==> config.mk <==
export PLATFORM = sky130hd
export DESIGN_NAME = mips_multicycle_ctrl
export DESIGN_NICKNAME = d
export VERILOG_FILES = /design/src/rtl/mips_multicycle_ctrl.sv
export SDC_FILE = /design/constraint.sdc
export NUM_CORES = 1
export LEC_CHECK = 0
export ABC_AREA = 1
export CORE_ASPECT_RATIO = 1.1
export CORE_MARGIN = 4
export CORE_UTILIZATION = 52
export CTS_BUF_LIST = sky130_fd_sc_hd__clkbuf_4 sky130_fd_sc_hd__clkbuf_8
export DETAILED_ROUTE_END_ITERATION = 8
export PLACE_DENSITY_LB_ADDON = 0.05
export SKIP_CTS_REPAIR_TIMING = 1
export SYNTH_ARGS = -nofsm -noshare
export SYNTH_HDL_FRONTEND = slang
export SYNTH_SLANG_ARGS = --single-unit
==> constraint.sdc <==
create_clock -name clk -period 2.7 [get_ports clk]
set_clock_uncertainty 0.15 [all_clocks]
set_input_delay 0.81 -clock clk [delete_from_list [all_inputs] [get_ports clk]]
set_output_delay 0.81 -clock clk [all_outputs]
set_load 0.05 [all_outputs]
==> src/rtl/mips_multicycle_ctrl.sv <==
// Multicycle MIPS control sequencer.
// A Moore FSM steps each instruction through fetch, decode, execute, memory
// and writeback. It drives the datapath mux selects and write enables, and
// uses a req/ready handshake to a shared instruction/data memory.
// Ports:
//   clk, reset (async, active-high), run (start/continue), opcode (IR[31:26])
//   mem_ready / mem_req, iord, mem_read, mem_write   : memory handshake
//   ir_write, pc_write, pc_write_cond, pc_source      : IR / PC control
//   alu_src_a, alu_src_b, alu_op, sign_zero           : ALU control
//   reg_dst, mem_to_reg, reg_write                    : register file control
//   instr_retired, retired_count (saturating)         : retirement
//   illegal_op, mem_timeout (sticky), state (debug)
module mips_multicycle_ctrl #(
  parameter int unsigned WAIT_LIMIT = 15,
  parameter int unsigned RETIRE_W   = 32
) (
  input  logic                clk,
  input  logic                reset,
  input  logic                run,
  input  logic [5:0]          opcode,
  input  logic                mem_ready,
  output logic                mem_req,
  output logic                iord,
  output logic                mem_read,
  output logic                mem_write,
  output logic                ir_write,
  output logic                pc_write,
  output logic                pc_write_cond,
  output logic [1:0]          pc_source,
  output logic                alu_src_a,
  output logic [1:0]          alu_src_b,
  output logic [1:0]          alu_op,
  output logic                sign_zero,
  output logic                reg_dst,
  output logic                mem_to_reg,
  output logic                reg_write,
  output logic                instr_retired,
  output logic [RETIRE_W-1:0] retired_count,
  output logic                illegal_op,
  output logic                mem_timeout,
  output logic [3:0]          state
);

  typedef enum logic [3:0] {
    S_IDLE   = 4'd0,
    S_FETCH  = 4'd1,
    S_DECODE = 4'd2,
    S_MEMADR = 4'd3,
    S_MEMRD  = 4'd4,
    S_MEMWB  = 4'd5,
    S_MEMWR  = 4'd6,
    S_EXEC   = 4'd7,
    S_ALUWB  = 4'd8,
    S_BRANCH = 4'd9,
    S_IEXEC  = 4'd10,
    S_IWB    = 4'd11,
    S_JUMP   = 4'd12
  } state_e;

  localparam logic [5:0] OP_RTYPE = 6'b000000;
  localparam logic [5:0] OP_LW    = 6'b100011;
  localparam logic [5:0] OP_SW    = 6'b101011;
  localparam logic [5:0] OP_BEQ   = 6'b000100;
  localparam logic [5:0] OP_ADDI  = 6'b001000;
  localparam logic [5:0] OP_ORI   = 6'b001101;
  localparam logic [5:0] OP_J     = 6'b000010;

  localparam int unsigned    WCW      = $clog2(WAIT_LIMIT + 1);
  localparam logic [WCW-1:0] WAIT_MAX = WCW'(WAIT_LIMIT - 1);

  state_e                state_q, state_d;
  logic [WCW-1:0]        wait_cnt_q, wait_cnt_d;
  logic [RETIRE_W-1:0]   retired_count_q, retired_count_d;
  logic                  illegal_op_q, illegal_op_d;
  logic                  mem_timeout_q, mem_timeout_d;
  logic                  retire, timeout, illegal, mem_wait;

  always_comb begin
    mem_req       = 1'b0;
    iord          = 1'b0;
    mem_read      = 1'b0;
    mem_write     = 1'b0;
    ir_write      = 1'b0;
    pc_write      = 1'b0;
    pc_write_cond = 1'b0;
    pc_source     = 2'b00;
    alu_src_a     = 1'b0;
    alu_src_b     = 2'b00;
    alu_op        = 2'b00;
    sign_zero     = 1'b0;
    reg_dst       = 1'b0;
    mem_to_reg    = 1'b0;
    reg_write     = 1'b0;
    retire        = 1'b0;
    timeout       = 1'b0;
    illegal       = 1'b0;
    mem_wait      = 1'b0;
    state_d       = state_q;

    unique case (state_q)
      S_IDLE: begin
        if (run) state_d = S_FETCH;
      end
      S_FETCH: begin
        mem_req   = 1'b1;
        mem_read  = 1'b1;
        alu_src_b = 2'b01;
        mem_wait  = 1'b1;
        // mem_ready wins over a timeout in the same cycle
        if (mem_ready) begin
          ir_write = 1'b1;
          pc_write = 1'b1;
          state_d  = S_DECODE;
        end else if (wait_cnt_q == WAIT_MAX) begin
          timeout = 1'b1;
          state_d = S_IDLE;
        end
      end
      S_DECODE: begin
        alu_src_b = 2'b11;
        case (opcode)
          OP_RTYPE:         state_d = S_EXEC;
          OP_LW, OP_SW:     state_d = S_MEMADR;
          OP_BEQ:           state_d = S_BRANCH;
          OP_ADDI, OP_ORI:  state_d = S_IEXEC;
          OP_J:             state_d = S_JUMP;
          default: begin
            illegal = 1'b1;
            state_d = S_IDLE;
          end
        endcase
      end
      S_MEMADR: begin
        alu_src_a = 1'b1;
        alu_src_b = 2'b10;
        state_d   = (opcode == OP_LW) ? S_MEMRD : S_MEMWR;
      end
      S_MEMRD: begin
        mem_req  = 1'b1;
        mem_read = 1'b1;
        iord     = 1'b1;
        mem_wait = 1'b1;
        if (mem_ready) begin
          state_d = S_MEMWB;
        end else if (wait_cnt_q == WAIT_MAX) begin
          timeout = 1'b1;
          state_d = S_IDLE;
        end
      end
      S_MEMWB: begin
        reg_write  = 1'b1;
        mem_to_reg = 1'b1;
        retire     = 1'b1;
      end
      S_MEMWR: begin
        mem_req   = 1'b1;
        mem_write = 1'b1;
        iord      = 1'b1;
        mem_wait  = 1'b1;
        if (mem_ready) begin
          retire = 1'b1;
        end else if (wait_cnt_q == WAIT_MAX) begin
          timeout = 1'b1;
          state_d = S_IDLE;
        end
      end
      S_EXEC: begin
        alu_src_a = 1'b1;
        alu_op    = 2'b10;
        state_d   = S_ALUWB;
      end
      S_ALUWB: begin
        reg_write = 1'b1;
        reg_dst   = 1'b1;
        retire    = 1'b1;
      end
      S_BRANCH: begin
        alu_src_a     = 1'b1;
        alu_op        = 2'b01;
        pc_write_cond = 1'b1;
        pc_source     = 2'b01;
        retire        = 1'b1;
      end
      S_IEXEC: begin
        alu_src_a = 1'b1;
        alu_src_b = 2'b10;
        if (opcode == OP_ORI) begin
          alu_op    = 2'b11;
          sign_zero = 1'b1;
        end
        state_d = S_IWB;
      end
      S_IWB: begin
        reg_write = 1'b1;
        retire    = 1'b1;
      end
      S_JUMP: begin
        pc_write  = 1'b1;
        pc_source = 2'b10;
        retire    = 1'b1;
      end
      default: state_d = S_IDLE;
    endcase

    if (retire) state_d = run ? S_FETCH : S_IDLE;

    // Counter restarts whenever the state changes, so every memory state
    // starts its wait budget from zero.
    if (state_d != state_q)        wait_cnt_d = '0;
    else if (mem_wait && !mem_ready) wait_cnt_d = wait_cnt_q + WCW'(1);
    else                           wait_cnt_d = wait_cnt_q;

    retired_count_d = retired_count_q;
    if (retire && (retired_count_q != '1))
      retired_count_d = retired_count_q + RETIRE_W'(1);

    illegal_op_d  = illegal_op_q | illegal;
    mem_timeout_d = mem_timeout_q | timeout;
  end

  always_ff @(posedge clk or posedge reset) begin
    if (reset) begin
      state_q         <= S_IDLE;
      wait_cnt_q      <= '0;
      retired_count_q <= '0;
      illegal_op_q    <= 1'b0;
      mem_timeout_q   <= 1'b0;
    end else begin
      state_q         <= state_d;
      wait_cnt_q      <= wait_cnt_d;
      retired_count_q <= retired_count_d;
      illegal_op_q    <= illegal_op_d;
      mem_timeout_q   <= mem_timeout_d;
    end
  end

  assign instr_retired = retire;
  assign retired_count = retired_count_q;
  assign illegal_op    = illegal_op_q;
  assign mem_timeout   = mem_timeout_q;
  assign state         = state_q;

endmodule

==> impl_metrics.json, run 1 <==
{
  "cp.required_ps": 1740,
  "die_w_um": 80.06,
  "cts_root_buf": "clkbuf_8",
  "pwr-share-clk_pct": 11.1,
  "fmax_mhz": 377.2,
  "core.rowCount": 28,
  "mostFrequentLayoutCells": "nand2_1 (108), inv_1 (53), nor2_1 (41), clkdlybuf4s50_1 (41), dfrtp_1 (38)",
  "fin_ws_ps": 48.95,
  "grtUsageTotal_pct": 24.33,
  "routabilityCongestion": 0.8986,
  "finalSetupViolCount": 0,
  "switchingPower_mw": 2.070,
  "synth_seq_area_share_pct": 35.38,
  "cap_violations": 0,
  "peakVddDrop_mv": 0.6938,
  "final_common_cell": "nand2_1",
  "multi_input_area_um2": 1682,
  "overflow": 0,
  "nFillCells": 441,
  "drc_errors": 0,
  "crit_path_max_fanout": 3,
  "min_period_ps": 2651,
  "syn_nets": 425,
  "numCtsBuffers": 5,
  "portBuffers": 66,
  "ys_ff_latch": 42,
  "power_density_nw_per_um2": 958.9,
  "worstSetupEndpointType": "primary output",
  "io_pins": 67,
  "postSynthAreaPerCell_um2": 7.210,
  "viasPerCell": 5.076,
  "htree_num_levels": 2,
  "holdCritPathClass": "reg2reg",
  "ff_latch_area_um2": 1056,
  "fin_nets": 516,
  "dieArea_um2": 6986,
  "fp.dieH_um": 87.27,
  "initial_core_util_pct": 54.35,
  "p_leak_nw": 2.096,
  "post_drt_wl_per_cell_um": 13.36,
  "grt_max_degree": 27,
  "core_area_um2": 5465,
  "rsz0062_at_grt": "no",
  "clk_pin_slew_ps": 70,
  "fin_crit_sh_pct": 98.19,
  "tightest_slew_ps": 542.4,
  "hold_violations": 0,
  "dpl_worst_slack_ps": -313.9,
  "slew-limit-headroom_pct": 63.72,
  "finish.utilization_pct": 75.44,
  "synthesis.area_um2": 2970,
  "synth_cells": 412,
  "worstPathArrival_ps": 1690,
  "drt_iter0_markers": 156,
  "slew_viol_final": 0,
  "vias": 2939,
  "grt_pass1_vias": 3057,
  "cts_max_path_buffers": 2,
  "r2r_start": "retired_count[0]",
  "switching_share_pct": 52.36,
  "cts_sinks": 42,
  "p_int_mw": 1.884,
  "grt_pass1_wl_um": 13460,
  "ant_nets": 0,
  "firstDrtPassIters": 4,
  "crit_path_start_kind": "input pin",
  "antenna_found_initial": 0,
  "hpwl_um": 6227,
  "drive_gt1_share_pct": 20.44,
  "status": "finished, final reports clean",
  "holdCritStartpoint": "illegal_op",
  "diodes": 0,
  "fin_hold_ws_ps": 322.6,
  "crit_type": "in2out",
  "area_growth_pct": 38.80,
  "p_seq_share_pct": 24.2,
  "cts_tree": "built",
  "pwr-share-comb_pct": 64.7,
  "wirelength_um": 7734,
  "yosysWarnings": 0,
  "clk_latency_ps": 310,
  "crit_start": "mem_ready",
  "synth.distinct_cells": 34
}
-- stage by stage --
stage                     instances  cell area, um2  power [mW]  TNS, ps
after floorplan                 412            3010       2.616   -194.0
after global placement          568            3979       3.446   -693.6
after detailed placement        568            3979       3.485    -1298
after CTS                       576            4074       3.927   -845.8
after global routing            579            4123       4.211        0
final                           579            4123       3.953        0
-- state kept, by name, summed over array words and instances (netlist names) --
| signal | flops |
|---|---|
| wait_cnt_q | 4 |
| illegal_op | 1 |
| retired_count | 32 |
| mem_timeout | 1 |
| state | 4 |
-- power groups by stage --
stage,clock [mW],combinational (mW),sequential (mW)
2_1_floorplan,0,1.31,1.30
3_5_place_dp,0,2.52,0.967
3_3_place_gp,0,2.48,0.963
5_1_grt,0.466,2.76,0.986
6_report,0.439,2.56,0.956
4_1_cts,0.444,2.53,0.958
-- path summary, 6_finish.rpt --
kind	endpoint	slack, ps	cells past startpoint
setup reg to reg	retired_count[7]	510	10
hold / removal	illegal_op	320	2
setup / recovery	pc_write	50	4
max in group asynchronous	retired_count[0]	1170	4
hold reg to reg	illegal_op	320	2
min in group asynchronous	retired_count[14]	700	3
-- routing by layer --
metal / wire length (um) / share of wire [%] / GRT usage [%] / up-vias
met4: 209 / 2.7 / 11.37 / 0
met1: 3092 / 40 / 27.93 / 1330
met2: 3937 / 51 / 42.85 / 109
li1: - / - / - / 1478
met5: 0 / 0 / 0 / -
met3: 495 / 6.4 / 5.176 / 22
-- cell families (layout without fill, tap and decap cells) --
family          Yosys count  count (layout)  synth area share (%)
simple gates            248             248                 40.48
buf+inv                  67             159                 9.562
fa+ha+maj                 3               3                 1.264
xor+xnor                 33              33                 9.731
compound gates           19              19                 3.580
flops                    42              42                 35.38
-- cell usage after synthesis --
master / number / area share (%)
nand2_2: 11 / 2.3
nor3b_1: 1 / 0.25
nand3_2: 1 / 0.34
nand2_1: 110 / 14
xnor2_1: 3 / 0.88
nand4_1: 16 / 3.4
nor2_1: 46 / 5.8
nor4_1: 1 / 0.21
nor2_4: 5 / 1.9
and3_1: 1 / 0.21
buf_12: 1 / 0.67
xor2_1: 30 / 8.8
nor3_2: 1 / 0.34
o21ai_0: 4 / 0.67
buf_2: 1 / 0.17
and2_1: 1 / 0.21
buf_4: 2 / 0.51
nor3_1: 14 / 2.4
o31ai_1: 1 / 0.25
ha_1: 3 / 1.3
a21oi_2: 1 / 0.29
buf_6: 1 / 0.38
nand3_1: 24 / 4.0
nand2_4: 2 / 0.76
inv_2: 7 / 0.88
nor3_4: 3 / 1.6
inv_1: 55 / 7.0
o21bai_1: 2 / 0.51
nand3b_1: 2 / 0.51
dfrtp_1: 42 / 35
nor4_2: 1 / 0.42
nand4_2: 1 / 0.42
nor2_2: 7 / 1.5
o21ai_1: 11 / 1.9
-- worst max-delay path, stage by stage --
cell and delay [ps]:
clkdlybuf4s50_1 530, nand2_2 100, nand2_1 110, buf_12 140
-- area by class of cell --
class	count	share of cell area, %
multi-input combinational	303	40.79
sequential	42	25.61
timing repair buffer	89	23.37
inverter	62	5.645
tap	75	2.276
clock buffer	6	2.003
clock inverter	2	0.3035
Note: power is estimated with default switching activity, not from simulation.
==> inputs of run 2 (changes only) <==
Clock period 2.7 ns to 2.9 ns, I/O delays scaled along.
==> run 2 against run 1 <==
- register-to-register slack is essentially flat
- non-clock buffer count is 10 lower
- clock power shrank 20%
- sequential power is 6.6% lower
- largest cell class unchanged
==> impl_metrics.json, run 2 (same netlist as run 1, synthesis figures left out) <==
{
  "pwr-share-clk_pct": 9.9,
  "rsz0062_at_grt": "no",
  "fp.dieH_um": 87.27,
  "clk_pin_slew_ps": 80,
  "portBuffers": 66,
  "cts_sinks": 42,
  "largest_reg_flops": 32,
  "worstPathArrival_ps": 1760,
  "cap_violations": 0,
  "hold_violations": 0,
  "viasPerCell": 5.106,
  "place_inst": 561,
  "p_int_mw": 1.666,
  "post_drt_wl_per_cell_um": 13.35,
  "slew_viol_final": 0,
  "worstSetupEndpointType": "primary output",
  "slew-limit-headroom_pct": 54.78,
  "grt_max_degree": 19,
  "diodes": 0,
  "final_common_cell": "nand2_1",
  "mostFrequentLayoutCells": "nand2_1 (108), inv_1 (54), nor2_1 (41), clkdlybuf4s50_1 (41), dfrtp_1 (39)",
  "numCtsBuffers": 5,
  "status": "finished, final reports clean",
  "grt_pass1_wl_um": 13140,
  "ant_nets": 0,
  "hpwl_um": 6145,
  "drive_gt1_share_pct": 18.26,
  "pwr-share-comb_pct": 64.9,
  "fin_crit_sh_pct": 95.72,
  "dpl_cell_area_um2": 3921,
  "firstDrtPassIters": 5,
  "finalNonFillerCells": 568,
  "vias": 2900,
  "crit_type": "in2out",
  "grt_pass1_vias": 2993,
  "dieArea_um2": 6986,
  "wirelength_um": 7584,
  "ff2ff_setup_slack_ps": 520,
  "core.rowCount": 28,
  "peakVddDrop_mv": 0.8168,
  "io_pins": 67,
  "core_area_um2": 5465,
  "cts_root_buf": "clkbuf_8",
  "grtUsageTotal_pct": 23.46,
  "fin_area_um2": 4021,
  "fmax_mhz": 360.2,
  "p_leak_nw": 2.045,
  "holdCritPathClass": "reg2reg",
  "cp.required_ps": 1880,
  "switching_share_pct": 52.97,
  "finalSetupViolCount": 0,
  "finish.utilization_pct": 73.58,
  "fin_hold_ws_ps": 335.8,
  "initial_core_util_pct": 54.35,
  "clk_latency_ps": 290,
  "die_w_um": 80.06,
  "cts_tree": "built",
  "routabilityCongestion": 0.9036,
  "cts_max_path_buffers": 2,
  "tightest_slew_ps": 677.5,
  "p_seq_share_pct": 25.2,
  "drc_errors": 0,
  "min_period_ps": 2776,
  "antenna_found_initial": 0,
  "htree_num_levels": 2,
  "overflow": 0,
  "switchingPower_mw": 1.876,
  "fin_nets": 506,
  "power_density_nw_per_um2": 880.7,
  "area_growth_pct": 35.38,
  "drt_iter0_markers": 200,
  "crit_path_max_fanout": 4,
  "crit_path_start_kind": "input pin"
}
==> run 2: area by class of cell <==
class,count,area (um2)
clock inverters,2,10.01
multi-input cells,303,1673
flip-flops and latches,42,1055
fillers,459,1444
clock buffers,5,68.82
repair buffers,79,888.4
well taps,75,93.84
inverters,62,232.7
==> run 2: layer usage <==
layer | GRT usage [%] | wire length [um] | vias to the layer above
met5 | 0 | 0 | -
met4 | 7.066 | 119 | 0
met3 | 5.072 | 436 | 12
met2 | 42.39 | 3992 | 91
met1 | 27.60 | 3036 | 1342
li1 | - | - | 1455
==> run 2: per-stage QoR <==
step	setup slack, ps	setup TNS (ps)	power, mW
final	124.1	0	3.542
after global placement	-194.5	-453.8	3.167
after CTS	-223.0	-525.3	3.562
after detailed placement	-222.6	-529.2	3.201
after floorplan	-165.4	-165.4	2.430
after global routing	49.35	0	3.777
==> run 2: power groups by stage <==
| stage | clock network [mW] | registers [mW] | logic (mW) |
|---|---|---|---|
| 2_1_floorplan | 0 | 1.21 | 1.22 |
| 3_5_place_dp | 0 | 0.898 | 2.30 |
| 3_3_place_gp | 0 | 0.895 | 2.27 |
| 4_1_cts | 0.361 | 0.889 | 2.31 |
| 6_report | 0.350 | 0.893 | 2.30 |
| 5_1_grt | 0.390 | 0.918 | 2.47 |
==> run 2: final timing paths <==
path,cells past startpoint,startpoint,end
setup reg to reg,11,retired_count[0],retired_count[27]
min in group asynchronous,2,reset,wait_cnt_q[2]
setup / recovery,4,mem_ready,pc_write
hold / removal,1,mem_timeout,mem_timeout
max in group asynchronous,3,reset,retired_count[10]
hold reg to reg,1,mem_timeout,mem_timeout
==> run 2: critical path, cell delays in order <==
cell and delay [ps]:
clkdlybuf4s50_1 520, nand2_2 100, nand2_1 120, buf_12 140
==> edit 1 (config.mk and constraints of run 1) <==
Put one more register stage on the output `retired_count`. The value now appears one clock later. The other outputs are not delayed to match.
--- a/src/rtl/mips_multicycle_ctrl.sv
+++ b/src/rtl/mips_multicycle_ctrl.sv
@@ -235,7 +235,9 @@
   end
 
   assign instr_retired = retire;
-  assign retired_count = retired_count_q;
+  always_ff @(posedge clk) begin
+    retired_count <= retired_count_q;
+  end
   assign illegal_op    = illegal_op_q;
   assign mem_timeout   = mem_timeout_q;
   assign state         = state_q;
Check against the original RTL: not equivalent (Yosys sat finds a counterexample within 10 cycles, from zero or initial values and one cycle with reset high).
==> edit 1 against run 1 <==
  * Global-route usage fell by 1.4 points
  * Die area rose by 15%
  * Count of clock-buffer cells in the layout rose by 5
  * Total power rose by 24%
  * Synthesized area rose by 17%
  * Sequential cell count rose by 32
  * Wire length rose by 12%
  * Design area rose by 19%
  * Largest power group unchanged
  * Sequential power rose by 54%
  * Via count rose by 9.5%
  * Worst setup slack got worse by 0.013 ns
  * Largest cell class is now flip-flops and latches
  * Register-to-register slack got worse by 0.09 ns
==> edit 1: results (changes against run 1) <==
Clock tree
  – Worst skew pair latency: 0.34 ns (+0.03 ns)
  – Worst-path clk slew: 0.08 ns
  – H-tree depth: 3 (+1)
  – Num CTS Buffers: 9 (+4)
  – Maximum root-to-sink buffer count: 2 (unchanged)

Critical path
  – Slowest cell on the critical path: clkdlybuf4s50_1
  – Critical Path Max Stage Delay: 0.50 ns (-0.03 ns)
  – Critical Path Fanout Max: 3 (unchanged)
  – Setup slack, reg-to-reg: 0.42 ns (-0.09 ns)
  – Crit path arrival time: 1.70 ns

GRT
  – Largest net degree at the start of global routing: 43 (+59%)
  – Initial antenna violation count: 0 (unchanged)
  – First-pass GRT wire length: 14.4 mm (+7.3%)
  – Total track usage: 22.9% (-1.4 points)
  – Via count of the first global-routing pass: 3251 (+6.3%)

Power
  – Static Leak: 2.37 nW (+13%)
  – Peak VDD IR: 955 uV (+38%)

Placed design
  – Placed Area: 4570 um^2 (+15%)
  – Buffers on Ports: 66 (unchanged)
  – Post-place setup slack: -0.309 ns (+0.00462 ns)
  – Placer Congestion: 0.954 (+6.2%)
  – Hpwl dp: 6.69 mm (+7.4%)

Detailed routing
  – Iter 0 DRT Violations: 161 (+3.2%)
  – Vias: 3217 (+9.5%)
  – Initial DRT Pass Iterations: 4 (unchanged)
  – Per-cell routed wire length: 13.7 um (+2.6%)

Timing
  – Worst relative slew slack: 63.0% (-0.73 points)
  – Final setup margin: 0.0362 ns (-0.0127 ns)
  – Hold WS: 0.240 ns (-0.0825 ns)

Hold path
  – Hold WC Path Type: flip-flop to flip-flop

Logic synthesis
  – Commonest cells in the netlist: nand2_1, inv_1, nor2_1
  – Seq/Total Area, Yosys: 48.8% (+13 points)
  – Distinct cell type count after synthesis: 28 (-18%)
  – Synth top area cells: dfrtp_1, dfxtp_1, nand2_1
  – Ys async rst share: 56.8% (-43 points)
  – Syn nets: 458 (+7.8%)

Finish
  – Final #Nets: 560 (+8.5%)
  – Fillers: 480 (+8.8%)
  – Share of cells above drive strength 1: 18.8% (-1.6 points)

Run status
  – Status: finished, final reports clean
-- edit 1: cell count changes in the layout (fill, tap and decap cells not counted), moves of 4 or more --
| cell | change |
|---|---|
| dfxtp_1 | +32 |
| inv_1 | +7 |
| o21ai_0 | +10 |
| nand2_2 | -7 |
| nand2_1 | +7 |
| nor4_1 | +4 |
| xor2_1 | -5 |
| nor2_1 | +10 |
| nand3_1 | -4 |
| clkbuf_8 | +4 |
| o21ai_1 | -10 |
-- edit 1: power breakdown --
part	switching, mW	total, mW	leakage, nW	internal (mW)
clock network	0.396	0.858	0.107	0.461
logic	1.60	2.57	1.45	0.972
registers	0.182	1.47	0.811	1.29
-- edit 1: kinds of logic after synthesis --
family | Yosys count | synth area share, %
simple gates | 250 | 31.9
flops | 74 | 48.8
compound gates | 20 | 3.10
buf+inv | 69 | 7.83
xor+xnor | 29 | 7.33
fa+ha+maj | 3 | 1.08
-- edit 1: routing by layer --
layer | GRT usage, % | vias to the layer above | share of wire (%)
met5 | 0 | - | 0
met4 | 8.71 | 0 | 2.2
met3 | 6.52 | 16 | 4.9
met2 | 41.3 | 81 | 52
met1 | 25.5 | 1526 | 40
li1 | - | 1594 | -
-- edit 1: area by class of cell --
type | count | area (um^2) | area share (%)
clock buffer | 11 | 145 | 2.97
clock inverter | 5 | 53.8 | 1.10
inverter | 66 | 248 | 5.07
multi-input combinational | 302 | 1610 | 32.8
sequential | 74 | 1700 | 34.7
tap | 80 | 100 | 2.05
timing repair buffer | 94 | 1040 | 21.3
-- edit 1: worst reg2reg max path: stages (launching register included) --
cell and delay [ns]:
dfrtp_1 0.42, ha_1 0.21, nand3_2 0.10, nor2_2 0.17, nand2_1 0.11, nor4_1 0.40, nand3_1 0.29, o21ai_0 0.25
nand2_1 0.07
-- edit 1: stage by stage --
stage	instances	setup TNS, ns
4_1_cts	627	-0.962
3_3_place_gp	611	-0.995
6_report	632	0
3_5_place_dp	611	-1.29
5_1_grt	632	-0.0198
2_1_floorplan	445	-0.180
-- edit 1: worst paths after layout --
path | start | end | depth (start not counted)
worst min-delay path | retired_count_q[31]$_DFFE_PP0P_ | retired_count[31]$_DFF_P_ | 0
worst max-delay path | mem_ready | ir_write | 4
worst min register to register | retired_count_q[31]$_DFFE_PP0P_ | retired_count[31]$_DFF_P_ | 0
max in group asynchronous | reset | state[2]$_DFF_PP0_ | 3
worst max register to register | retired_count_q[1]$_DFFE_PP0P_ | retired_count_q[26]$_DFFE_PP0P_ | 8
min in group asynchronous | reset | state[1]$_DFF_PP0_ | 3
==> edit 2 (config.mk and constraints of run 1) <==
Without the edit above. `WAIT_LIMIT`: 15 -> 17.
--- a/src/rtl/mips_multicycle_ctrl.sv
+++ b/src/rtl/mips_multicycle_ctrl.sv
@@ -11,7 +11,7 @@
 //   instr_retired, retired_count (saturating)         : retirement
 //   illegal_op, mem_timeout (sticky), state (debug)
 module mips_multicycle_ctrl #(
-  parameter int unsigned WAIT_LIMIT = 15,
+  parameter int unsigned WAIT_LIMIT = 17,
   parameter int unsigned RETIRE_W   = 32
 ) (
   input  logic                clk,
Function: no difference found for any inputs over 10 cycles, from zero or initial values and one cycle with reset high; that may be too few to reach the edited logic, so the function may still have changed.
==> edit 2 against run 1 <==
  * Maximum frequency increased by 0.75%
  * Synthesized area is 2.7% lower
  * Wire length increased by 1.4%
  * Total power fell by 0.73%
  * Design area grew 0.67%
  * Combinational power is 2% higher
  * Sequential cell count is 1 higher
  * Via count rose by 2.9%
  * Worst setup slack improved by 0.020 ns
  * First-iteration DRC count rose by 11%
  * Critical path type is now flip-flop to primary output
==> edit 2: results (changes against run 1) <==
Critical path
  – Critical Path Fanout Max: 8 (+5)
  – Worst reg2reg path depth: 11 (+1)
  – Crit path arrival time: 1.67 ns (-0.02 ns)
  – Critical Path Max Stage Delay: 0.86 ns (+0.33 ns)
  – Slowest cell on the critical path: clkdlybuf4s50_1

Clock tree
  – Num CTS Buffers: 5 (unchanged)
  – Worst-path clk slew: 0.09 ns (+0.02 ns)
  – Maximum root-to-sink buffer count: 2 (unchanged)
  – Root buf cell: clkbuf_8

Run status
  – Status: finished, final reports clean

Finish
  – Final #Nets: 521 (+0.97%)
  – N_diodes: 0 (unchanged)
  – Fillers: 433 (-1.8%)
  – Max FFs per register: 32 (unchanged)
  – Share of cells above drive strength 1: 16.5% (-3.9 points)

Logic synthesis
  – Synth top area cells: dfrtp_1, nand2_1, xor2_1
  – Synth Area in Compound Gates: 2.60% (-0.98 points)
  – Distinct cell type count after synthesis: 29 (-15%)
  – Commonest cells in the netlist: nand2_1, nor2_1, inv_1
  – Adder-cell share of the synthesized area: 1.30% (+0.034 points)
  – Syn nets: 430 (+1.2%)
  – Seq/Total Area, Yosys: 37.2% (+1.8 points)
  – Post-synthesis xor/xnor area fraction: 10.6% (+0.87 points)
  – Cell count after synthesis: 417 (+1.2%)

Detailed routing
  – Per-cell routed wire length: 13.4 um (+0.58%)
  – Vias per cell: 5.18 (+2.0%)
  – Vias: 3023 (+2.9%)
  – Iter 0 DRT Violations: 173 (+11%)

Hold path
  – WHS Path Cells: 1 (-1)

GRT
  – Largest net degree at the start of global routing: 21 (-22%)
  – Total track usage: 24.4% (+0.090 points)
  – First-pass GRT wire length: 13.3 mm (-0.98%)

Placed design
  – Placer Congestion: 0.966 (+7.5%)
  – Post-Place Cells: 569 (+0.18%)
  – Hpwl dp: 6.33 mm (+1.6%)

Power
  – Static Leak: 2.06 nW (-1.6%)
  – Peak VDD IR: 992 uV (+43%)

Timing
  – Worst relative slew slack: 65.4% (+1.7 points)
-- edit 2: stage by stage --
| step | TNS [ns] | hold WS [ns] | setup WS [ns] | utilization, % | area, um^2 |
|---|---|---|---|---|---|
| after CTS | -0.786 | 0.341 | -0.265 | 75.2 | 4060 |
| after floorplan | -0.334 | 0.370 | -0.151 | - | 2940 |
| final | 0 | 0.335 | 0.0687 | 76.9 | 4150 |
| after global placement | -0.723 | 0.306 | -0.237 | 73.6 | 3970 |
| after global routing | -0.00328 | 0.374 | -0.00202 | 76.9 | 4150 |
| after detailed placement | -1.24 | 0.318 | -0.258 | 73.6 | 3970 |
-- edit 2: cells by family (layout without fill, tap and decap cells) --
| family | Yosys count | in the layout |
|---|---|---|
| simple gates | 261 | 261 |
| buf+inv | 61 | 153 |
| flops | 43 | 43 |
| xor+xnor | 35 | 35 |
| compound gates | 14 | 14 |
| fa+ha+maj | 3 | 3 |
-- edit 2: final timing paths --
| check | slack (ns) | startpoint | end |
|---|---|---|---|
| setup / recovery | 0.07 | retired_count[21]$_DFFE_PP0P_ | retired_count[21] |
| hold reg to reg | 0.33 | mem_timeout$_DFF_PP0_ | mem_timeout$_DFF_PP0_ |
| hold / removal | 0.33 | mem_timeout$_DFF_PP0_ | mem_timeout$_DFF_PP0_ |
| max in group asynchronous | 1.33 | reset | retired_count[14]$_DFFE_PP0P_ |
| setup reg to reg | 0.36 | retired_count[1]$_DFFE_PP0P_ | retired_count[31]$_DFFE_PP0P_ |
| min in group asynchronous | 0.58 | reset | wait_cnt_q[2]$_DFFE_PP0P_ |
-- edit 2: power by group --
| group | total [mW] | switching (mW) | internal (mW) |
|---|---|---|---|
| registers | 0.895 | 0.140 | 0.755 |
| clock network | 0.413 | 0.222 | 0.191 |
| logic | 2.62 | 1.63 | 0.990 |
| total | 3.92 | 1.99 | 1.94 |
-- edit 2: layout make-up --
cell class | instances | share of cell area (%)
multi-input cells | 313 | 39.3
well taps | 75 | 2.26
flip-flops and latches | 43 | 26.0
clock inverters | 2 | 0.301
repair buffers | 90 | 25.3
inverters | 55 | 4.97
clock buffers | 6 | 1.84
-- edit 2: metal layers --
layer	GRT usage (%)	up-vias	wire length (um)
met2	42.1	100	3930
met4	13.4	0	363
li1	-	1497	-
met5	0	-	0
met3	4.89	33	417
met1	28.3	1393	3130
